$ cat config.mk
export PLATFORM = sky130hd
export DESIGN_NAME = dm_access_ctrl
export DESIGN_NICKNAME = d
export VERILOG_FILES = /design/src/rtl/dm_access_ctrl.sv
export SDC_FILE = /design/constraint.sdc
export NUM_CORES = 1
export LEC_CHECK = 0
export ABC_AREA = 1
export ABC_CLOCK_PERIOD_IN_PS = 6000
export BUFFER_PORTS_ARGS = -buffer_cell sky130_fd_sc_hd__clkbuf_2
export CORE_MARGIN = 10
export CORE_UTILIZATION = 60
export CTS_CLUSTER_SIZE = 16
export DETAILED_ROUTE_END_ITERATION = 7
export PLACE_DENSITY_LB_ADDON = 0.1
export SYNTH_ARGS = -nofsm -noshare
export SYNTH_HDL_FRONTEND = slang
export SYNTH_SLANG_ARGS = --single-unit
$ cat constraint.sdc
create_clock -name clk -period 6 [get_ports clk]
set_clock_uncertainty 0.15 [all_clocks]
set_input_delay 0 -clock clk [delete_from_list [all_inputs] [get_ports clk]]
set_output_delay 0 -clock clk [all_outputs]
set_load 0.01 [all_outputs]
$ cat src/rtl/dm_access_ctrl.sv
// Load/store sequencer for a word-wide synchronous-read data memory: converts byte/half/word
// requests into byte-enabled word beats, splitting word-crossing accesses into two beats.
module dm_access_ctrl #(
    parameter int ADDR_W         = 6,
    parameter bit MISALIGN_SPLIT = 1'b1
) (
    input  logic              clk,
    input  logic              rst,
    input  logic              req_valid,
    output logic              req_ready,
    input  logic              req_we,
    input  logic [2:0]        req_ctrl,
    input  logic [31:0]       req_addr,
    input  logic [31:0]       req_wdata,
    output logic              rsp_valid,
    output logic [31:0]       rsp_rdata,
    output logic              rsp_err,
    output logic              mem_en,
    output logic              mem_we,
    output logic [ADDR_W-1:0] mem_addr,
    output logic [3:0]        mem_be,
    output logic [31:0]       mem_wdata,
    input  logic [31:0]       mem_rdata
);

    localparam logic [32:0] DEPTH = 33'd4 << ADDR_W;

    typedef enum logic [2:0] {IDLE, ACC0, ACC1, WAIT, RESP} state_t;

    state_t             state_q, state_d;
    logic               we_q, we_d;
    logic [2:0]         ctrl_q, ctrl_d;
    logic [ADDR_W-1:0]  word_q, word_d;
    logic [1:0]         off_q, off_d;
    logic [31:0]        wdata_q, wdata_d;
    logic               split_q, split_d;
    logic [31:0]        beat0_q, beat0_d;
    logic               rsp_valid_q, rsp_valid_d;
    logic [31:0]        rsp_rdata_q, rsp_rdata_d;
    logic               rsp_err_q, rsp_err_d;
    logic [7:0]         mask_s;
    logic [4:0]         shift_s;

    function automatic logic [2:0] size_of(input logic [1:0] sz);
        case (sz)
            2'b00:   return 3'd1;
            2'b01:   return 3'd2;
            default: return 3'd4;
        endcase
    endfunction

    // Two-word lane mask: low nibble is beat0 enables, high nibble is beat1 enables.
    function automatic logic [7:0] lane_mask(input logic [1:0] sz, input logic [1:0] off);
        logic [7:0] m;
        m = (8'd1 << size_of(sz)) - 8'd1;
        return m << off;
    endfunction

    function automatic logic crosses(input logic [1:0] sz, input logic [1:0] off);
        return (({1'b0, off} + size_of(sz)) > 3'd4);
    endfunction

    function automatic logic req_bad(input logic we, input logic [2:0] ctrl, input logic [31:0] addr);
        logic [2:0]  n;
        logic [32:0] last;
        n    = size_of(ctrl[1:0]);
        last = {1'b0, addr} + {30'd0, n} - 33'd1;
        return (ctrl[1:0] == 2'b11) || (ctrl == 3'b110) || (we && ctrl[2]) || (last >= DEPTH) ||
               (!MISALIGN_SPLIT && ((addr[1:0] & (n[1:0] - 2'd1)) != 2'b00));
    endfunction

    function automatic logic [31:0] extend(input logic [2:0] ctrl, input logic [1:0] off,
                                           input logic [31:0] b1, input logic [31:0] b0);
        logic [31:0] raw;
        raw = 32'({b1, b0} >> {off, 3'b000});
        case (ctrl[1:0])
            2'b00:   return ctrl[2] ? {24'd0, raw[7:0]}  : {{24{raw[7]}}, raw[7:0]};
            2'b01:   return ctrl[2] ? {16'd0, raw[15:0]} : {{16{raw[15]}}, raw[15:0]};
            default: return raw;
        endcase
    endfunction

    assign mask_s  = lane_mask(ctrl_q[1:0], off_q);
    assign shift_s = {off_q, 3'b000};

    // Memory beat decode from the current state and the latched request.
    always_comb begin
        mem_en    = 1'b0;
        mem_we    = 1'b0;
        mem_addr  = word_q;
        mem_be    = 4'b0000;
        mem_wdata = (wdata_q << shift_s) | (wdata_q >> (6'd32 - {1'b0, shift_s}));
        req_ready = (state_q == IDLE);
        case (state_q)
            ACC0: begin
                mem_en = 1'b1;
                mem_we = we_q;
                mem_be = mask_s[3:0];
            end
            ACC1: begin
                mem_en   = 1'b1;
                mem_we   = we_q;
                mem_be   = mask_s[7:4];
                mem_addr = word_q + {{(ADDR_W-1){1'b0}}, 1'b1};
            end
            default: begin
                mem_en = 1'b0;
            end
        endcase
    end

    // Next-state, request latching and response staging.
    always_comb begin
        state_d     = state_q;
        we_d        = we_q;
        ctrl_d      = ctrl_q;
        word_d      = word_q;
        off_d       = off_q;
        wdata_d     = wdata_q;
        split_d     = split_q;
        beat0_d     = beat0_q;
        rsp_valid_d = 1'b0;
        rsp_rdata_d = rsp_rdata_q;
        rsp_err_d   = rsp_err_q;
        case (state_q)
            IDLE: begin
                if (req_valid) begin
                    we_d    = req_we;
                    ctrl_d  = req_ctrl;
                    word_d  = req_addr[ADDR_W+1:2];
                    off_d   = req_addr[1:0];
                    wdata_d = req_wdata;
                    split_d = crosses(req_ctrl[1:0], req_addr[1:0]);
                    if (req_bad(req_we, req_ctrl, req_addr)) begin
                        rsp_valid_d = 1'b1;
                        rsp_err_d   = 1'b1;
                        rsp_rdata_d = 32'd0;
                        state_d     = RESP;
                    end else begin
                        state_d = ACC0;
                    end
                end else begin
                    state_d = IDLE;
                end
            end
            ACC0: begin
                if (split_q) begin
                    state_d = ACC1;
                end else if (we_q) begin
                    rsp_valid_d = 1'b1;
                    rsp_err_d   = 1'b0;
                    rsp_rdata_d = 32'd0;
                    state_d     = RESP;
                end else begin
                    state_d = WAIT;
                end
            end
            ACC1: begin
                if (we_q) begin
                    rsp_valid_d = 1'b1;
                    rsp_err_d   = 1'b0;
                    rsp_rdata_d = 32'd0;
                    state_d     = RESP;
                end else begin
                    beat0_d = mem_rdata;
                    state_d = WAIT;
                end
            end
            WAIT: begin
                rsp_valid_d = 1'b1;
                rsp_err_d   = 1'b0;
                rsp_rdata_d = split_q ? extend(ctrl_q, off_q, mem_rdata, beat0_q)
                                      : extend(ctrl_q, off_q, 32'd0, mem_rdata);
                state_d     = RESP;
            end
            default: begin
                state_d = IDLE;
            end
        endcase
    end

    // State, latched request and registered response.
    always_ff @(posedge clk or posedge rst) begin
        if (rst) begin
            state_q     <= IDLE;
            we_q        <= 1'b0;
            ctrl_q      <= 3'd0;
            word_q      <= '0;
            off_q       <= 2'd0;
            wdata_q     <= 32'd0;
            split_q     <= 1'b0;
            beat0_q     <= 32'd0;
            rsp_valid_q <= 1'b0;
            rsp_rdata_q <= 32'd0;
            rsp_err_q   <= 1'b0;
        end else begin
            state_q     <= state_d;
            we_q        <= we_d;
            ctrl_q      <= ctrl_d;
            word_q      <= word_d;
            off_q       <= off_d;
            wdata_q     <= wdata_d;
            split_q     <= split_d;
            beat0_q     <= beat0_d;
            rsp_valid_q <= rsp_valid_d;
            rsp_rdata_q <= rsp_rdata_d;
            rsp_err_q   <= rsp_err_d;
        end
    end

    assign rsp_valid = rsp_valid_q;
    assign rsp_rdata = rsp_rdata_q;
    assign rsp_err   = rsp_err_q;

endmodule
Word level (Yosys, flattened, before mapping)
Index checks and enable logic that the tools add are counted.
{"block": "word_totals", "out_inout_bits": 79, "ff_bits": 114}
{"block": "classes", "addsub": 6, "n_eq_ne": 10, "order_cmp": 2, "bitwise_logic": 2, "reduce_logical": 12, "muxes": 35, "n_shift": 6}
{"operator": "32-bit two-way mux", "n": 9}
{"operator": "32-bit case mux with 2 select lines", "n": 2}
{"operator": "32-bit case mux with 4 select lines", "n": 1}
{"operator": "64-bit by 5-bit right shift with 32-bit output", "n": 1}
{"operator": "32-bit by 3-bit adder with 33-bit output", "n": 1}
{"operator": "33-bit by 9-bit >= comparator with 1-bit output (second input constant)", "n": 1}
{"operator": "33-bit by 1-bit subtractor with 33-bit output (second input constant)", "n": 1}
{"operator": "32-bit bitwise OR", "n": 1}
{"operator": "32-bit by 5-bit << shifter with 32-bit output", "n": 1}
{"operator": "32-bit by 5-bit right shift with 32-bit output", "n": 1}
{"operator": "32-bit by 6-bit right shift with 32-bit output", "n": 1}
{"operator": "3-bit two-way mux", "n": 6}
{"operator": "3-bit case mux with 2 select lines", "n": 2}
{"operator": "3-bit case mux with 4 select lines", "n": 1}
{"operator": "1-bit two-way mux", "n": 10}
{"operator": "1-bit case mux with 4 select lines", "n": 2}
{"operator": "4-bit case mux with 2 select lines", "n": 1}
{"operator": "1-bit by 3-bit << shifter with 8-bit output (first input constant)", "n": 1}
{"operator": "8-bit by 2-bit << shifter with 8-bit output", "n": 1}
{"operator": "8-bit by 1-bit subtractor with 8-bit output (second input constant)", "n": 1}
{"operator": "6-bit by 1-bit adder with 6-bit output (second input constant)", "n": 1}
{"operator": "3-bit by 2-bit == test with 1-bit output (second input constant)", "n": 2}
{"operator": "6-bit two-way mux", "n": 1}
{"operator": "6-bit by 5-bit subtractor with 6-bit output (first input constant)", "n": 1}
{"operator": "17 further kinds", "n": 23}

Longest topological paths before layout
{"block": "depth", "word_depth": 11, "depth_mapped": 26, "mapped_depth_nobuf": 25}

Least setup slack after synthesis
Ideal clock, no wire load.
{"block": "synth_timing", "path_type": "input -> register", "start": "in req_ctrl[0]", "end": "reg rsp_valid_q, in the netlist rsp_valid", "setup_slack_ns": 3.289, "t_required_ns": 5.724, "cell_stages": 25, "arrival_time_ns": 2.436, "cell_sequence": "inv_1 nor2_1 inv_1 ha_1 inv_1 ha_1 inv_1 fa_1 inv_1 nand2_1 nand2_1 nand3_1 nand2_2 nand2_2 nand2_1 nand2_1 nand2_1 nand2_1 nand2_1 nand3_1 nor2_2 nand3_1 nand2_4 buf_8 nand2_1"}
{"block": "synth_via", "elab_chain_len": 11, "word_cells_on_any_way": 16, "cone_classes": "2 x add/sub; 1 x order compare; 3 x eq/ne; 6 x mux; 4 x reduce/logical"}
{"item": "start, declared", "line": "12", "text": "input logic [2:0] req_ctrl,"}
{"item": "2-bit by 1-bit == test with 1-bit output or 2-bit logical NOT (tied branches)", "line": "45", "text": "case (sz)"}
{"item": "3-bit case mux with 2 select lines", "line": "45"}
{"item": "3-bit two-way mux", "line": "127", "text": "if (req_valid) begin"}
{"item": "3-bit two-way mux", "line": "125", "text": "case (state_q)"}
{"item": "32-bit by 3-bit adder with 33-bit output", "line": "67", "text": "last = {1'b0, addr} + {30'd0, n} - 33'd1;"}
{"item": "33-bit by 1-bit subtractor with 33-bit output", "line": "67"}
{"item": "33-bit by 9-bit >= comparator with 1-bit output", "line": "68", "text": "return (ctrl[1:0] == 2'b11) || (ctrl == 3'b110) || (we && ctrl[2]) || (last >= DEPTH) ||"}
{"item": "1-bit logical OR (*)", "line": "68"}
{"item": "1-bit two-way mux (*)", "line": "134", "text": "if (req_bad(req_we, req_ctrl, req_addr)) begin"}
{"item": "1-bit two-way mux (*)", "line": "127"}
{"item": "1-bit case mux with 4 select lines (*)", "line": "125"}
{"item": "named net rsp_valid_d", "line": "38", "text": "logic rsp_valid_q, rsp_valid_d;"}
{"item": "end signal, assigned", "line": "205", "text": "rsp_valid_q <= rsp_valid_d;"}
{"item": "end, declared", "line": "38"}
The timed path passes the listed nets; every way through them passes the cells marked *. The select of a mux whose other input is x is not followed.
A chain may end at the register's enable or synchronous reset.

Final worst setup path
{"block": "layout_timing", "start": "reg off_q[0]", "end": "out mem_wdata[15]"}
{"block": "layout_via", "elab_chain_len": 3, "word_cells_on_any_way": 4, "cone_classes": "1 x add/sub; 2 x shift; 1 x bitwise"}
{"item": "start, declared", "line": "34", "text": "logic [1:0] off_q, off_d;"}
{"item": "start signal, assigned", "line": "189", "text": "off_q <= 2'd0;"}
{"item": "start signal, assigned", "line": "201", "text": "off_q <= off_d;"}
{"item": "6-bit by 5-bit subtractor with 6-bit output", "line": "92", "text": "mem_wdata = (wdata_q << shift_s) | (wdata_q >> (6'd32 - {1'b0, shift_s}));"}
{"item": "32-bit by 6-bit right shift with 32-bit output", "line": "92"}
{"item": "32-bit bitwise OR (*)", "line": "92"}
{"item": "end, declared", "line": "22", "text": "output logic [31:0] mem_wdata,"}
Every way passes the cells marked *; elsewhere a longest branch is shown, timed or not.

==> key figures <==
Hold path
  – Worst Hold Depth: 5
  – Min-Delay Path Class: in2reg

Route
  – Via count: 11.8k
  – Wirelength, routed: 34.4 mm
  – Via/cell ratio: 5.61
  – DRT iter0 DRCs: 1,180
  – Router iterations before antenna repair: 6
  – Wire length per cell: 16.4 microns
  – Routed Antenna Nets: 0
  – DRC violations left: 0

Yosys
  – Post-synth ARST share: 100%
  – Synth unique cells: 44
  – Ys flop type: dfrtp_1
  – Cell Area, Synth: 10,100 sq um
  – Synth Area in XOR/XNOR: 0.608%
  – Cells after synthesis: 1,655
  – Largest family of logic cells by synthesized area: simple AND/OR/NAND/NOR gates
  – Sequential area share after synthesis: 28.0%
  – EDFF count, synth: 0
  – Synth Area in Simple Gates: 36.3%
  – Post-synthesis compound-gate area fraction: 16.2%
  – Syn_nets: 1,801
  – FF+latch count, synth: 113
  – Yosys warning count: 0
  – Post-Synth Adder-Cell Area: 5.49%
  – Multiplexer share of the synthesized area: 1.79%
  – Syn_area_per_cell: 6.09 sq um

Timing
  – Slew headroom: 23.2%
  – Final Hold Fails: 0
  – FMAX: 254 MHz
  – Setup ws final: 2060 ps
  – Pins over their slew limit: 0
  – Final worst path period share: 65.7%
  – Total negative slack: 0 ps
  – Post-route minimum period: 3940 ps
  – Unrepaired setup endpoints after global routing: no
  – Final Setup Violations: 0
  – Slew @ Worst Pin: 1150 ps

Power
  – Pleak: 6.98 nW
  – Pint: 1.83 mW
  – Peak VDD IR: 0.287 mV
  – Pwr per Cell Area: 244 nW/um^2
  – Sequential share of power: 28.6%
  – Net Sw Frac: 39.5%
  – Gate power share: 37.0%
  – P_sw: 1.19 mW
  – Clock Power Share: 34.4%

Floorplanning
  – Site Rows: 47
  – Core box area: 16,500 sq um
  – Die Span X: 150 microns
  – Die Span Y: 150 microns
  – IO Count: 182
  – Initial Utilization: 61.0%
  – Die area: 22,400 sq um

Clock tree
  – CTS Buf Count: 17
  – CTS Root Cell: clkbuf_16
  – Post-CTS Resized: 0
  – H-Tree Depth: 4
  – Clk_lat worst skew: 420 ps
  – Max clock buf depth: 2
  – Reg clk slew, reported paths: 60 ps
  – CTS sink count: 113
  – CTS tree: yes

Global route
  – Overflow after GRT: 0
  – Vias in the first global route: 11.5k
  – Initial antenna violation count: 4
  – Total GRT Usage: 30.4%
  – First-pass GRT wire length: 55.7 mm
  – Largest net degree at the start of global routing: 95

Worst setup path
  – Crit. End Element: output pin
  – Flop-to-flop setup slack: 2600 ps
  – Crit Path Max Fanout: 52
  – Arrival time worst endpoint: 3790 ps
  – Worst EP required: 5850 ps
  – R2R cell count: 8
  – Setup Crit Path Kind: reg2out
  – Startpoint Class: register
  – FF-to-FF End: rsp_rdata[31]$_DFFE_PP0P_
  – Worst r2r src: off_q[0]$_DFFE_PP0P_
  – CP endpoint: mem_wdata[15]
  – Crit path from: off_q[0]$_DFFE_PP0P_

Layout
  – Post-Layout Cell Count: 2,103
  – Layout net count: 2,010
  – Most frequent cells in the layout: nand2_1 (624), inv_1 (216), clkbuf_2 (181)
  – Fillcell total: 1,361
  – Share of layout cells above drive strength 1: 13.9%
  – Commonest non-fill, non-tap cell in the layout: nand2_1
  – Layout area overhead: 23.1%

Place
  – PortBufs: 181
  – # placed instances: 1,988
  – DP HPWL: 24.1 mm
  – Pre-CTS setup slack: 2560 ps
  – GP Congestion: 0.963

Run status
  – Run status: completed

Run
  – Max_cap viols: 0
-- cell usage after synthesis (2+ instances only) --
cell type,number,share of area [%]
ha_1,41,5.1
mux2i_1,9,0.89
a21oi_1,52,2.6
xnor2_1,3,0.26
xor2_1,4,0.35
nand3_1,107,5.3
clkbuf_1,58,2.2
nor2_2,5,0.31
fa_1,2,0.40
nand2_1,624,23
mux2_2,8,0.89
buf_1,11,0.41
nand2_2,5,0.31
a31oi_1,9,0.56
o211ai_1,37,2.8
and2_1,3,0.19
a221o_1,8,0.79
inv_1,218,8.1
dfrtp_1,113,28
nand3_2,8,0.79
nor2_1,103,3.8
nand3b_1,12,0.89
buf_2,7,0.35
o21bai_1,2,0.15
nor3_2,2,0.20
o221ai_1,8,0.69
o211a_1,2,0.20
o21ai_0,161,8.0
nor3_1,8,0.40
nand4_1,10,0.62
buf_6,2,0.22
-- power by group through the flow --
stage                     sequential [mW]  combinational [mW]  clock (mW)
after floorplan                     0.846               0.752           0
after global placement              0.874                1.03           0
after detailed placement            0.874                1.05           0
after CTS                           0.862                1.09        1.04
after global routing                0.871                1.24        1.08
final                               0.866                1.12        1.04
-- worst max-delay path, cell delays in order (launching register included) --
cell and delay [ps]:
dfrtp_4 760, inv_1 250, buf_4 370, ha_1 390
inv_1 50, nor2_1 600, inv_1 380, o211ai_1 370
clkbuf_2 190
-- state kept, by name (all words and copies together) (netlist names), 2 cells and up --
signal and count:
beat0_q 32, ctrl_q 3, off_q 2, rsp_rdata 32, state_q 2, wdata_q 32, word_q 6
-- final cells by class --
cell class / count / area (sq um) / area share, %
multi-input combinational: 1243 / 6100 / 49.1
clock inverter: 13 / 148 / 1.19
sequential: 113 / 2830 / 22.8
clock buffer: 19 / 453 / 3.65
timing repair buffer: 270 / 1770 / 14.2
inverter: 219 / 825 / 6.64
antenna: 6 / 15.0 / 0.121
tap: 220 / 275 / 2.22
-- cell families after synthesis --
logic type      after synthesis
compound gates              286
flops                       113
buf+inv                     299
simple gates                890
xor+xnor                      7
fa+ha+maj                    43
mux                          17
-- repair_timing --
action | CTS | global route
setup buffers | 0 | 0
endpoints found under the hold margin | 117 | 0
hold buffers | 77 | 0
-- worst min-delay path by stage --
stage                     slack [ps]     startpoint                       to
after floorplan                  -40  req_wdata[10]  wdata_q[10]$_DFFE_PP0P_
after global placement          -100            rst    word_q[5]$_DFFE_PP0P_
after detailed placement         -80            rst    word_q[4]$_DFFE_PP0P_
after CTS                         20      req_valid  wdata_q[10]$_DFFE_PP0P_
after global routing              70      req_valid  wdata_q[10]$_DFFE_PP0P_
final                             40      req_valid  wdata_q[10]$_DFFE_PP0P_
-- through the flow --
step	cell area, sq um	power, mW	hold slack (ps)	util [%]
2_1_floorplan	10100	1.60	-40.4	-
3_3_place_gp	11000	1.91	-96.1	66.7
3_5_place_dp	11000	1.92	-79.8	66.7
4_1_cts	12400	2.99	16.8	75.0
5_1_grt	12400	3.19	70.1	75.1
6_report	12400	3.03	39.5	75.1
-- layer usage --
metal / vias up / global-route usage, % / wire (microns)
met5: - / 0 / 0
met3: 125 / 5.56 / 2400
li1: 5735 / - / -
met2: 550 / 51.5 / 16900
met4: 0 / 18.2 / 1840
met1: 5397 / 35.1 / 13300
Power figures use the tool's default switching activity.
